<file path="config.mk">
export PLATFORM = sky130hd
export DESIGN_NAME = freq_offset_track
export DESIGN_NICKNAME = d
export VERILOG_FILES = /design/src/rtl/freq_offset_track.sv
export SDC_FILE = /design/constraint.sdc
export NUM_CORES = 1
export LEC_CHECK = 0
export CAP_MARGIN = 20
export CORE_MARGIN = 4
export CORE_UTILIZATION = 39
export CTS_CLUSTER_DIAMETER = 150
export DETAILED_ROUTE_END_ITERATION = 8
export HOLD_SLACK_MARGIN = 0.03
export PLACE_DENSITY = 0.85
export REMOVE_ABC_BUFFERS = 1
export SYNTH_ARGS = -nofsm -noshare
export SYNTH_HDL_FRONTEND = slang
export SYNTH_SLANG_ARGS = --single-unit
</file>
<file path="constraint.sdc">
create_clock -name clock -period 2.2 [get_ports clock]
set_input_delay 0.22 -clock clock [delete_from_list [all_inputs] [get_ports clock]]
set_output_delay 0.22 -clock clock [all_outputs]
set_load 0.005 [all_outputs]
</file>
<file path="src/rtl/freq_offset_track.sv">
// Carrier-frequency-offset tracker: latches a per-sample phase offset on preamble detect and
// feeds the rotator with a wrapped running phase. Optional phase accumulator: FREQ_OFFSET_TRACK_EN.
module freq_offset_track #(
   parameter int PI        = 1608,
   parameter int CNT_WIDTH = 32
) (
   input  logic                 clock,
   input  logic                 reset,
   input  logic                 enable,
   input  logic [31:0]          sample_in,
   input  logic                 sample_in_strobe,
   input  logic                 short_preamble_detected,
   input  logic [15:0]          phase_offset,
   input  logic                 packet_done,
   input  logic [CNT_WIDTH-1:0] max_samples,
   output logic [31:0]          rot_in,
   output logic [15:0]          rot_phase,
   output logic                 rot_in_stb,
   input  logic [31:0]          rot_out,
   input  logic                 rot_out_stb,
   output logic [31:0]          sample_out,
   output logic                 sample_out_strobe,
   output logic                 corr_active,
   output logic [15:0]          phase_acc
);

   localparam logic IDLE  = 1'b0;
   localparam logic TRACK = 1'b1;

   logic                 state;
   logic [CNT_WIDTH-1:0] count;
   logic [CNT_WIDTH-1:0] count_next;
   logic                 in_track;
   logic                 relock;
   logic                 advance;
   logic                 timeout;

   // corr_active is the state register itself, so it doubles as the FSM debug view.
   assign corr_active = state;
   assign in_track    = (state == TRACK);

   // Detect in IDLE locks; in TRACK only a detect coinciding with packet_done relocks.
   assign relock  = enable && short_preamble_detected && (!in_track || packet_done);
   assign advance = enable && in_track && sample_in_strobe && !packet_done;
   assign count_next = count + CNT_WIDTH'(1);
   assign timeout = advance && (max_samples != '0) && (count_next == max_samples);

   always_ff @(posedge clock) begin
      if (reset) begin
         state             <= IDLE;
         count             <= '0;
         rot_in            <= '0;
         rot_in_stb        <= 1'b0;
         sample_out        <= '0;
         sample_out_strobe <= 1'b0;
      end else begin
         rot_in_stb        <= 1'b0;
         sample_out_strobe <= 1'b0;
         if (enable) begin
            if (sample_in_strobe) begin
               rot_in     <= sample_in;
               rot_in_stb <= 1'b1;
            end
            if (rot_out_stb) begin
               sample_out        <= rot_out;
               sample_out_strobe <= 1'b1;
            end
            if (relock) begin
               state <= TRACK;
               count <= '0;
            end else if (in_track && packet_done) begin
               state <= IDLE;
            end else if (advance) begin
               count <= count_next;
               if (timeout) state <= IDLE;
            end
         end
      end
   end

`ifdef FREQ_OFFSET_TRACK_EN
   localparam logic signed [16:0] PI17   = 17'(PI);
   localparam logic signed [16:0] TWO_PI = 17'(2 * PI);

   logic signed [15:0] acc;
   logic signed [15:0] offset_reg;

   // One correction is enough because |offset| never exceeds PI.
   function automatic logic signed [15:0] wrap_add(input logic signed [15:0] a,
                                                   input logic signed [15:0] b);
      logic signed [16:0] s;
      s = {a[15], a} + {b[15], b};
      if (s > PI17)
         s = s - TWO_PI;
      else if (s < -PI17)
         s = s + TWO_PI;
      return s[15:0];
   endfunction

   always_ff @(posedge clock) begin
      if (reset) begin
         acc        <= '0;
         offset_reg <= '0;
         rot_phase  <= '0;
      end else if (enable) begin
         if (sample_in_strobe)
            rot_phase <= in_track ? acc : 16'sd0;
         if (relock) begin
            offset_reg <= phase_offset;
            acc        <= '0;
         end else if (advance) begin
            acc <= wrap_add(acc, offset_reg);
         end
      end
   end

   assign phase_acc = acc;
`else
   logic unused_cfg;

   assign unused_cfg = ^{phase_offset, PI[15:0]};
   assign rot_phase  = '0;
   assign phase_acc  = '0;
`endif

endmodule

</file>
==> reports/results.txt, run 1 <==
The run finished with clean final reports. The number of fill cells was 1091; the leakage component of the power was 2.87 nW. The net switching component of the power is 0.00104 W, and the number of search-and-repair iterations in the first detailed-routing pass is 5. The maximum net fanout on the critical path came out at 4. The filler-free cell count of the finished design came out at 1043. The detailed-route wire length came out at 15800 um. The deepest level of the CTS H-tree is 3, and the global placement routability congestion is 0.921. In this run, the number of DRC markers left after iteration 0 of detailed routing was 462. Once detailed placement completed, the half-perimeter wirelength came to 11500 um.

The part of the power in registers is 0.466. The path class of the lowest-slack min-delay path was input port to register. The starting utilization of the core area is 0.400. Based on the critical path, the design can be clocked at up to 471 MHz. The detailed-route DRC error count was 0.

The layout-stage area growth over the synthesis result came out at 50.4%. After floorplanning, the core was sized to cover 12700 um^2. Once placement completed, the tool counted placed cells totaling 1022. The die covers 15000 um^2. Worst setup slack before clock tree synthesis: -123 ps. In this run the deepest clock path goes through 2 buffers.

The number of antenna-violating nets in the routed design came out at 0. Setup violations remaining at the end of the flow were counted as 0. Of all cell types, the one taking the most synthesized area is dfxtp_1. Averaged over all synthesized cells, the footprint is 7.67 um^2. The tools report the number of nets in the layout as 986. STA classifies the critical path startpoint as a register.

The internal power of the cells totals 0.00298 W. The biggest cell delay along the critical path is 370 ps, and the number of buffers added by the clock tree synthesis step is 9. The cell seen most often among critical-path stages was and4_4. Row generation in the floorplan step produced 41 rows. The later pin in the worst-skew pair is clocked with a latency of 350 ps. The Yosys step of the flow raised 0 warnings. For the relative contribution of the clock network to total power, the log shows 0.384. The depth of the worst hold-timing path is 2, and the number of global-route vias before repair is 4890. Average vias per placed instance: 5.07. The share of flip-flops with an asynchronous set or reset after synthesis is 0, and the setup TNS after final layout is 0 ps.

Clock net sink count: 99. Count of pins on the block boundary: 218. For this design the ratio of total power to cell area is 524 nW/um^2. After synthesis the netlist holds a flip-flop and latch count of 99. The sequential fraction of the synthesis area was 0.389. IR analysis of the VDD net gives a maximum drop of 0.309 mV.

Final critical-path share of the clock period: 0.966. Data required time of the worst path: 2440 ps. The tree is rooted in a clkbuf_16.

The wire length per cell was 15.1 um; the max-slew violation count was 0. The library cell contributing the largest single delay on the critical path is dfxtp_2. The number of failing hold endpoints at the final stage is 0, and the fraction of post-synthesis cell area in the top cell type by area is 0.389. The logs give 53 for the distinct cell type count after synthesis and 0.197 for the global routing usage summed across all routing layers.

The first global-routing pass estimated 23600 um of wire. The critical path goes through and4_4, buf_4, and4_4, nand2b_1, mux2_2, nor4_2, and4_1, a31oi_1. By startpoint and endpoint, the worst setup path is classified as register to register. The tool flagged a number of max-cap violations equal to 0.

The clock edge transition at the registers on the reported setup and hold paths came out at 80 ps. Hold is met by 255 ps. The run gives 8.36 ps as the post-route clock skew. In this run, synthesis inferred 0 flip-flops with an integrated enable.

Data on the critical path arrives at its endpoint at 2360 ps. Entering global routing, the biggest net connects 56 pins. The minimum period implied by the final worst setup slack is 2120 ps. The routed layout has 5284 vias. Summed over all layers, the global routing overflow is 0.

The number of antenna violations at the first check in global routing came out at 0. The commonest cells after synthesis are 151 x nand2_1, 99 x dfxtp_1, 98 x a21oi_1. Measured in cells, the most critical reg-to-reg path has a length of 8. The die span in x works out to 122 um.

The switching part of the total power is 0.258. The number of antenna diodes in the final layout is 0. The tools report the kind of capture point of the worst setup path as a register. The share of final-layout standard cells stronger than drive strength 1 is 0.145.

Yosys attributes the largest share of cell area to dfxtp_1 39%, nand2_1 11%, a21oi_1 9.6%. The run gives 5090 um^2 as the cell area after synthesis. Overall die height: 122 um.

Number of buffer cells added on primary ports: 169. The most repeated cell in the gate-level netlist after synthesis is nand2_1. The run gives 0.150 as the logic gate share of total power. The tools report the minimum setup slack in the final design as 75.2 ps. The predominant post-synthesis flop cell is dfxtp_1. Synthesis produced a netlist whose cell count is 664. TritonCTS built the clock tree.
## state kept, by name (all words and copies together) (netlist names)
name               flops
count                 32
rot_in                32
sample_out            32
corr_active            1
rot_in_stb             1
sample_out_strobe      1
## worst paths after layout
check        startpoint  slack (ps)           to
min reg2reg  rot_in[24]         450   rot_in[24]
min               reset         260     count[1]
max reg2reg    count[7]          80  corr_active
max            count[7]          80  corr_active
## power groups by stage
stage               clock network (W)  logic (W)  registers, W
CTS                           0.00158   0.000597       0.00187
floorplan                           0   0.000173       0.00192
detailed placement                  0   0.000592       0.00192
finish                        0.00154   0.000604       0.00187
global route                  0.00164   0.000653       0.00188
global placement                    0   0.000583       0.00191
## layout make-up
class | instances | area [um^2] | share of cell area
tap | 172 | 215 | 0.0281
clock inverter | 7 | 58.8 | 0.00767
clock buffer | 9 | 225 | 0.0294
inverter | 1 | 3.75 | 0.000490
timing repair buffer | 235 | 2220 | 0.290
sequential | 99 | 2000 | 0.260
multi-input combinational | 520 | 2940 | 0.384
## logic make-up (layout without fill, tap and decap cells)
group,Yosys count,in the layout,share of synthesized area
buf+inv,76,252,0.0823
compound gates,148,148,0.156
xor+xnor,53,53,0.0911
flops,99,99,0.389
fa+ha+maj,1,1,0.00246
simple gates,284,284,0.274
mux,2,2,0.00442
other cells,1,32,0.000736
## placed cells by master, fill, tap and decap left out, drive strengths merged, types with 5 or more instances in the layout
master | synthesis | routed
clkdlybuf4s50 | 0 | 168
nand2 | 151 | 151
dfxtp | 99 | 99
a21oi | 98 | 98
buf | 38 | 67
xnor2 | 41 | 41
nor2 | 40 | 40
conb | 1 | 32
o21ai | 29 | 29
nand4 | 15 | 15
nor4 | 14 | 14
xor2 | 12 | 12
nand3 | 11 | 11
nor3 | 11 | 11
or3 | 10 | 10
clkbuf | 37 | 9
nand3b | 7 | 7
a31oi | 6 | 6
and3 | 6 | 6
and4 | 6 | 6
inv | 1 | 5
## repair_timing
action,4_1_cts,5_1_grt
pin swaps,1,7
endpoints found under the hold margin,0,0
setup endpoints to repair,1,2
setup buffers,0,5
hold buffers,0,0
resized for setup,10,24
## per-layer routing
layer | wire, um | global-route usage | part of all wire | vias to the layer above
met4 | 340 | 0.0651 | 0.022 | 0
met5 | 0 | 0 | 0 | -
met3 | 1200 | 0.0488 | 0.076 | 32
met1 | 6560 | 0.238 | 0.42 | 2444
li1 | - | - | - | 2616
met2 | 7680 | 0.344 | 0.49 | 192
## metrics by stage
step | total power [W] | utilization | cell area [um^2]
after floorplan | 0.00209 | - | 4800
after global placement | 0.00250 | 0.566 | 7200
final | 0.00402 | 0.602 | 7660
after global routing | 0.00417 | 0.602 | 7660
after detailed placement | 0.00251 | 0.566 | 7200
after CTS | 0.00405 | 0.591 | 7520
## worst max-delay path, delay by kind of cell, from the launching register on
| kind | cells | cell delay, ps |
|---|---|---|
| AO/OA/AOI/OAI | 1 | 70 |
| buffers and inverters | 1 | 140 |
| AND/OR/NAND/NOR | 5 | 1130 |
| multiplexers | 1 | 290 |
| flip-flops | 1 | 370 |
(Power assumes the default switching activity.)
==> run 2, diff against run 1 <==
- CORE_UTILIZATION: 39 -> 40
- CTS_BUF_LIST: not set -> sky130_fd_sc_hd__clkbuf_8
- PLACE_DENSITY: 0.85 -> 0.86
==> run 2 against run 1 <==
  * Power down 9.6%
  * Non-clock buffer count is 5 higher
  * Sequential share of layout area grew 0.25 points
  * Die area fell by 2.3%
  * Critical path depth is 1 higher
  * Critical path type unchanged
  * Largest cell class unchanged
==> reports/results.txt, run 2 (synthesized netlist as in run 1, its figures left out) <==
The worst reg2reg path depth was 9 (+1). The leakage component of the power is 2.83 nW (-1.3%). The tools report the buffer depth of the longest clock path as 2 (unchanged). The sum of met2 wire segment lengths after detailed routing came out at 7520 um (-2.0%). The sum of buffers and inverters on the critical path came out at 2 (+1). Library cell contributing the largest single delay on the critical path: dfxtp_4. The tools report the relative contribution of the clock network to total power as 0.320 (-0.064). The net switching component of the power is 0.000977 W (-5.8%). The run gives 0 (unchanged) as the antenna diode instance count. The starting utilization of the core area is 0.416 (+0.0150), and the number of fill cells is 1024 (-6.1%). TritonCTS built the clock tree. The tools report the total of max-cap violations as 0 (unchanged). The tools report the number of antenna-violating nets in the routed design as 0 (unchanged). The critical path goes through buf_6, and4_4, buf_12, nand4_4, nor4_4, nand3_2, xnor2_2, nor4b_2, a31oi_1.

The clock net sink count is 99 (unchanged), and the number of search-and-repair iterations in the first detailed-routing pass is 6 (+1). The biggest cell delay along the critical path is 380 ps (about the same). Number of hold-repair buffers added at the cts stage: 0 (unchanged). The minimum setup slack in the final design was 26.9 ps (-48.3 ps). The wire length per cell works out to 14.9 um (-1.5%).

The area growth from synthesis to layout is 48.9%. The overall die height was 121 um (-1.2%). The run finished with clean final reports. Setup repair after global routing could not meet its margin everywhere. The die span in x is 121 um (-1.2%). The logic gate share of total power is 0.165 (+0.015). The library cell used most frequently in the layout, excluding fill and tap cells, is clkdlybuf4s50_1. For the internal power, the log shows 0.00266 W (-11%). The met1 layer wirelength in the final routing is 6540 um (-0.21%).

STA classifies the critical path startpoint as a register. The global placement routability congestion is 0.891 (-3.2%). Max-slew violation count: 0 (unchanged). The tools report the clock latency on the worst-skew pair as 370 ps (+20 ps). The data required time of the worst path was 2460 ps (+20 ps). The cell family contributing the most delay on the critical path is simple AND/OR/NAND/NOR gates.

The post-DP HPWL was 11500 um (about the same); the number of global-route vias before repair was 5032 (+2.9%). The part of the power in registers was 0.515 (+0.049). The worst setup path is captured at a register. Post-route clock skew: 9.97 ps (+1.61 ps).

For the total length of routed met3 wires, the log shows 1170 um (-2.3%). The critical path class was register to register. The number of nets in the layout was 991 (+0.51%); the largest net degree at the start of global routing was 56 (unchanged). The largest registers in the layout are count: 32 flops, rot_in: 32 flops, sample_out: 32 flops. The final critical-path share of the clock period is 0.988 (+0.0219). For the detailed-route wire length, the log shows 15500 um (-1.5%).

Core occupancy in the finished layout: 0.619 (+0.0163). The run gives 3 (unchanged) as the deepest level of the CTS H-tree. The number of buffer cells added on primary ports was 169 (unchanged).

Routed signal wires occupy layers up through met4. The minimum period implied by the final worst setup slack came out at 2170 ps (+48.3 ps). The number of antenna violations at the first check in global routing was 0 (unchanged); the critical path data arrival time was 2430 ps (+70 ps).

The logs give 218 (unchanged) for the count of pins on the block boundary and 12300 um^2 (-3.6%) for the area of the placeable core. The maximum clock rate was 460 MHz (-2.2%); the detailed-route DRC error count was 0 (unchanged). In the layout the commonest cells are 168 x clkdlybuf4s50_1, 151 x nand2_1, 98 x a21oi_1.

The switching part of the total power was 0.269 (+0.0107); the count of standard-cell rows was 40 (-2.4%). The headroom to the max-slew limit came out at 0.581. The depth of the worst hold-timing path works out to 2 (unchanged). The cell sitting at the root of the clock tree is a clkbuf_8. The number of buffers added by the clock tree synthesis step is 9 (unchanged), and the worst hold-check slack is 340 ps (+84.9 ps).

The path class of the tightest hold or removal check is input port to register. The average vias per placed instance is 5.09 (+0.41%). At the pin with the least slew margin, the transition time is 629 ps. The setup-violating endpoint count in the final report came out at 0 (unchanged).

The tools report the peak supply drop as 0.459 mV (+49%). Count of vias placed by the detailed router: 5311 (+0.51%). For the total design power, the log shows 0.00363 W (-9.6%).

The cell depth of the worst setup path works out to 9 (+1). The global routing usage summed across all routing layers is 0.206 (+0.00855), and the clock edge transition at the registers on the reported setup and hold paths is 110 ps (+30 ps). Area of the die: 14600 um^2 (-2.3%). The run gives 0 (unchanged) as the total congestion overflow. The global-route wire length before repair came out at 24500 um (+3.7%). Worst setup slack before clock tree synthesis: -106 ps (+16.3 ps).

The starting DRC count in detailed routing was 455 (-1.5%). Maximum net fanout on the critical path: 4 (unchanged). The minimum setup slack among reg-to-reg paths is 30 ps (-50 ps), and the number of failing hold endpoints at the final stage is 0 (unchanged).

Share of final-layout standard cells stronger than drive strength 1: 0.143 (-0.00197). Power density normalized to cell area: 479 nW/um^2 (-8.7%).
## run 2: repair_timing
item / 4_1_cts / 5_1_grt
endpoints found under the setup margin: 1 / 2
resized for setup: 12 / 17
pin swaps: 5 / 10
hold endpoints to repair: 0 / 0
buffers inserted: 1 / 3
## run 2: path summary, 6_finish.rpt
kind                                    start            end
worst max-delay path                 count[0]    corr_active
worst min-delay path                    reset       count[0]
worst max register to register       count[0]    corr_active
worst min register to register  sample_out[2]  sample_out[2]
## run 2: power by group through the flow
stage / sequential, W / combinational (W) / clock (W)
final: 0.00187 / 0.000599 / 0.00116
after global routing: 0.00188 / 0.000650 / 0.00128
after floorplan: 0.00192 / 0.000173 / 0
after global placement: 0.00191 / 0.000586 / 0
after CTS: 0.00187 / 0.000598 / 0.00119
after detailed placement: 0.00192 / 0.000594 / 0
## run 2: layout make-up
cell class / instances / area, um^2 / area share
Multi-Input combinational cell: 520 / 2910 / 0.383
Clock buffer: 10 / 138 / 0.0181
Inverter: 1 / 3.75 / 0.000495
Clock inverter: 6 / 53.8 / 0.00709
Sequential cell: 99 / 1990 / 0.263
Timing Repair Buffer: 240 / 2280 / 0.300
Tap cell: 168 / 210 / 0.0277
## run 2: metrics by stage
stage,instances,cell area (um^2),setup TNS (ps)
finish,1044,7590,0
global route,1044,7590,-138
CTS,1041,7490,0
detailed placement,1024,7250,-106
global placement,1024,7250,-49.0
floorplan,620,4800,-25.9
## run 2: metal layers
metal  vias to the layer above  GRT usage
met1                      2443      0.251
met4                         0     0.0581
met2                       222      0.356
met5                         -          0
met3                        27     0.0545
li1                       2619          -
==> run 3, diff against run 2 <==
- ABC_AREA: not set -> 1
- CORE_UTILIZATION: 40 -> 49
- PLACE_DENSITY: 0.86 -> 0.95
- clock period: 2.2 -> 2.51 ns (I/O delays scaled with it)
==> run 3 against run 2 <==
  * Worst setup slack better by 270 ps
  * Fmax down 1.8%
  * Highest routed layer unchanged
  * Clock power down 4%
  * Critical path depth up 7
  * Largest power group unchanged
  * Global-route usage up 4.2 points
  * Synthesized cell count up 33%
  * Wire length up 5.9%
  * Combinational power down 2%
  * First-iteration DRC count down 11%
  * Sequential share of layout area up 0.41 points
==> reports/results.txt, run 3 <==
The flow ran to the end, and the final reports show no timing, DRC or antenna violations. The worst setup slack before clock tree synthesis came out at 357 ps (+464 ps). The share of synthesized cell area in full adder, half adder and majority cells is 0.00228 (-0.000176). The synthesized netlist cell count came out at 884 (+33%).

The origin of the worst min-delay path was count[29]. Most repeated cell in the gate-level netlist after synthesis: nand2_1. In this run the critical register-to-register path is launched from count[0]. Critical path data arrival time: 2470 ps (+40 ps). The logs give 0 (unchanged) for the total of max-cap violations and 0.654 (+0.0737) for the headroom to the max-slew limit.

Setup repair after global routing left no endpoint under its margin. The post-route clock skew is 5.17 ps (-4.80 ps), and the data required time of the worst path is 2770 ps (+310 ps). The clock latency on the worst-skew pair was 370 ps (about the same).

The run gives 5990 (+13%) as the count of vias placed by the detailed router. The share of final-layout standard cells stronger than drive strength 1 is 0.0467 (-0.0960), and the largest net degree at the start of global routing is 65 (+16%). The distinct cell type count after synthesis is 29 (-45%).

The capture instance of the worst register-to-register path was corr_active. Share of flip-flops with an asynchronous set or reset after synthesis: 0 (unchanged). By area the synthesized netlist is led by dfxtp_1 36%, nand2_1 16%, nor2_1 14%. The number of synthesized flops with an enable pin is 0 (unchanged). For the setup TNS after final layout, the log shows 0 ps (unchanged). For the minimum setup slack in the final design, the log shows 298 ps (+271 ps). The area of the placeable core was 10900 um^2 (-11%); the synthesized-area fraction occupied by ao, oa, aoi and oai cells was 0.0951 (-0.0611).

The tools report the starting DRC count in detailed routing as 404 (-11%). The number of buffer cells added on primary ports came out at 169 (unchanged). The timing startpoint of the critical path is count[0]. The fraction of the mapped netlist area in simple logic gates works out to 0.414 (+0.141).

The cell seen most often among critical-path stages is nand2_1. The worst setup path is captured at a register. The run gives 300 ps (+270 ps) as the minimum setup slack among reg-to-reg paths. The buffer depth of the longest clock path came out at 2 (unchanged). The detailed-route wire length is 16500 um (+5.9%). By area, the combinational part of the netlist is dominated by simple AND/OR/NAND/NOR gates. Path class of the lowest-slack min-delay path: register to register. The total number of yosys warnings is 0 (unchanged), and the maximum net fanout on the critical path is 6 (+2).

The run gives 0 (unchanged) as the number of antenna violations at the first check in global routing. Number of hold-repair buffers added at the cts stage: 0 (unchanged). The global placement routability congestion was 0.940 (+5.4%); the die span in x was 114 um (-5.8%).

The synthesized area divided by synthesized cell count was 6.21 um^2 (-19%); the overall die height was 114 um (-5.8%). The run gives 9 (unchanged) as the number of buffers added by the clock tree synthesis step. The max-slew violation count is 0 (unchanged), and the average vias per placed instance is 5.04 (-0.97%). The library cell contributing the largest single delay on the critical path is dfxtp_1. The global-route wire length before repair was 25900 um (+5.8%). For the count of pins on the block boundary, the log shows 218 (unchanged). The logs give 5490 um^2 (+7.7%) for the cell area after synthesis and 3.08 nW (+8.7%) for the leakage component of the power.

For the area of the die, the log shows 13000 um^2 (-11%). The tools report the total congestion overflow as 0 (unchanged). The run gives 882 (-14%) as the number of fill cells. The number of search-and-repair iterations in the first detailed-routing pass is 5 (-1), and the post-synthesis share of cell area spent on xor and xnor gates is 0.0130 (-0.0781). The depth of the worst hold-timing path came out at 2 (unchanged). Number of nets in the layout: 1164 (+17%). The tools report the number of global-route vias before repair as 5561 (+11%).

Among all flip-flop cells after synthesis, the most frequent one is dfxtp_1. The global routing usage summed across all routing layers came out at 0.248 (+0.0423). Walking the worst path, the cells encountered are ha_1, nand2_2, nor2_8, nand2_4, nor2_4, nand2_1, nand2_1, nand2_1, nand2_1, nand2_1, nor2_1, nand2_1, nor2_1, nand3_1, nand2_1, a21oi_1.

The number of failing hold endpoints at the final stage came out at 0 (unchanged). The worst reg2reg path depth works out to 16 (+7). The largest registers in the layout are count: 32 flops, rot_in: 32 flops, sample_out: 32 flops.

The number of gates given a new drive strength after cts was 0 (-12); the synthesis-stage register bit count was 99 (unchanged). Ranked by instance count, the synthesized netlist is headed by 238 x nand2_1, 201 x nor2_1, 99 x dfxtp_1. The post-CTS repair timing setup buffer count is 0 (-1), and the wire length per cell is 13.8 um (-7.0%). The library cell used most frequently in the layout, excluding fill and tap cells, is nand2_1. By startpoint and endpoint, the worst setup path is classified as register to register. The fraction of post-synthesis cell area in the top cell type by area was 0.361 (-0.0279). Peak supply drop: 0.525 mV (+14%). The tree is rooted in a clkbuf_8.

TritonCTS built the clock tree. The multiplexer share of the synthesized area works out to 0 (-0.00442). Transition time at the pin with the least slew margin: 517 ps (-112 ps).

For hold timing, the worst endpoint is count[29]. For the maximum clock rate, the log shows 452 MHz (-1.8%). Largest area contributor in the netlist: dfxtp_1. The run gives 0.361 (-0.0279) as the sequential fraction of the synthesis area. The starting utilization of the core area is 0.504 (+0.0886), and the count of standard-cell rows is 38 (-5.0%). The clock net sink count was 99 (unchanged); the biggest cell delay along the critical path was 410 ps (+30 ps).

The detailed-route DRC error count is 0 (unchanged), and the deepest level of the CTS H-tree is 3 (unchanged). The minimum period implied by the final worst setup slack came out at 2210 ps (+38.7 ps). The library cells used most frequently in the layout, excluding fill and tap cells, are 238 x nand2_1, 199 x nor2_1, 169 x clkdlybuf4s50_1.

Compared with the post-synthesis result, the final layout area differs by 35.3%. The run gives 12800 um (+11%) as the post-DP HPWL. The tools report the kind of start point of the critical path as a register. The clock edge transition at the registers on the reported setup and hold paths was 100 ps (about the same).

The setup-violating endpoint count in the final report came out at 0 (unchanged). The number of antenna-violating nets in the routed design is 0 (unchanged). The tools report the antenna diode instance count as 0 (unchanged). The power density normalized to cell area came out at 455 nW/um^2 (-4.9%). The final critical-path share of the clock period works out to 0.881 (-0.107).
## run 3: cell types whose count changed after synthesis, moves of 8 or more
cell	previous run	this run
a21oi_1	98	34
clkbuf_1	37	26
inv_1	1	70
nand2_1	151	238
nand3_1	10	76
nand4_1	13	1
nor2_1	40	201
nor3_1	8	0
nor4_1	11	0
o21ai_0	29	65
or3_1	10	0
xnor2_1	41	2
xor2_1	12	1
## run 3: worst max-delay path by stage
stage / to / slack, ps / cells past startpoint
after floorplan: count[0] / -300 / 5
after global placement: corr_active / 410 / 16
after detailed placement: corr_active / 360 / 16
after CTS: corr_active / 330 / 16
after global routing: corr_active / 60 / 16
final: corr_active / 300 / 16
## run 3: through the flow
stage	instances	hold slack (ps)	utilization	total power, W	area [um^2]
2_1_floorplan	855	320	-	0.00190	5260
3_3_place_gp	1173	461	0.662	0.00228	7210
3_5_place_dp	1173	469	0.662	0.00230	7210
4_1_cts	1189	476	0.682	0.00341	7420
5_1_grt	1189	477	0.682	0.00353	7420
6_report	1189	484	0.682	0.00338	7420
## run 3: area by class of cell
class / count / area, um^2 / area share
inverters: 73 / 274 / 0.0369
clock inverters: 6 / 78.8 / 0.0106
multi-input cells: 683 / 3010 / 0.405
well taps: 140 / 175 / 0.0236
repair buffers: 178 / 1770 / 0.239
flip-flops and latches: 99 / 1980 / 0.267
clock buffers: 10 / 138 / 0.0185
## run 3: worst max-delay path: cells and delay by family, from the launching register on
family / cells / cell delay (ps)
and+or+nand+nor: 14 / 1420
DFF: 1 / 410
adders and majority gates: 1 / 220
AOI/OAI and AO/OA: 1 / 50
## run 3: power breakdown
group	switching (W)	internal [W]	total, W
Combinational	0.000256	0.000334	0.000590
Clock	0.000604	0.000510	0.00111
Sequential	0.0000356	0.00164	0.00168
Total	0.000896	0.00248	0.00338
## run 3: cells by family after synthesis
kind of cell    count (synthesis)
xor+xnor                        5
other cells                     1
buf+inv                       133
simple gates                  543
fa+ha+maj                       1
compound gates                102
flops                          99
## run 3: routing by layer
layer | share of wire | vias up | track usage
met1 | 0.37 | 2664 | 0.274
met3 | 0.11 | 40 | 0.103
li1 | - | 3025 | -
met4 | 0.032 | 0 | 0.0831
met2 | 0.49 | 261 | 0.431
met5 | 0 | - | 0
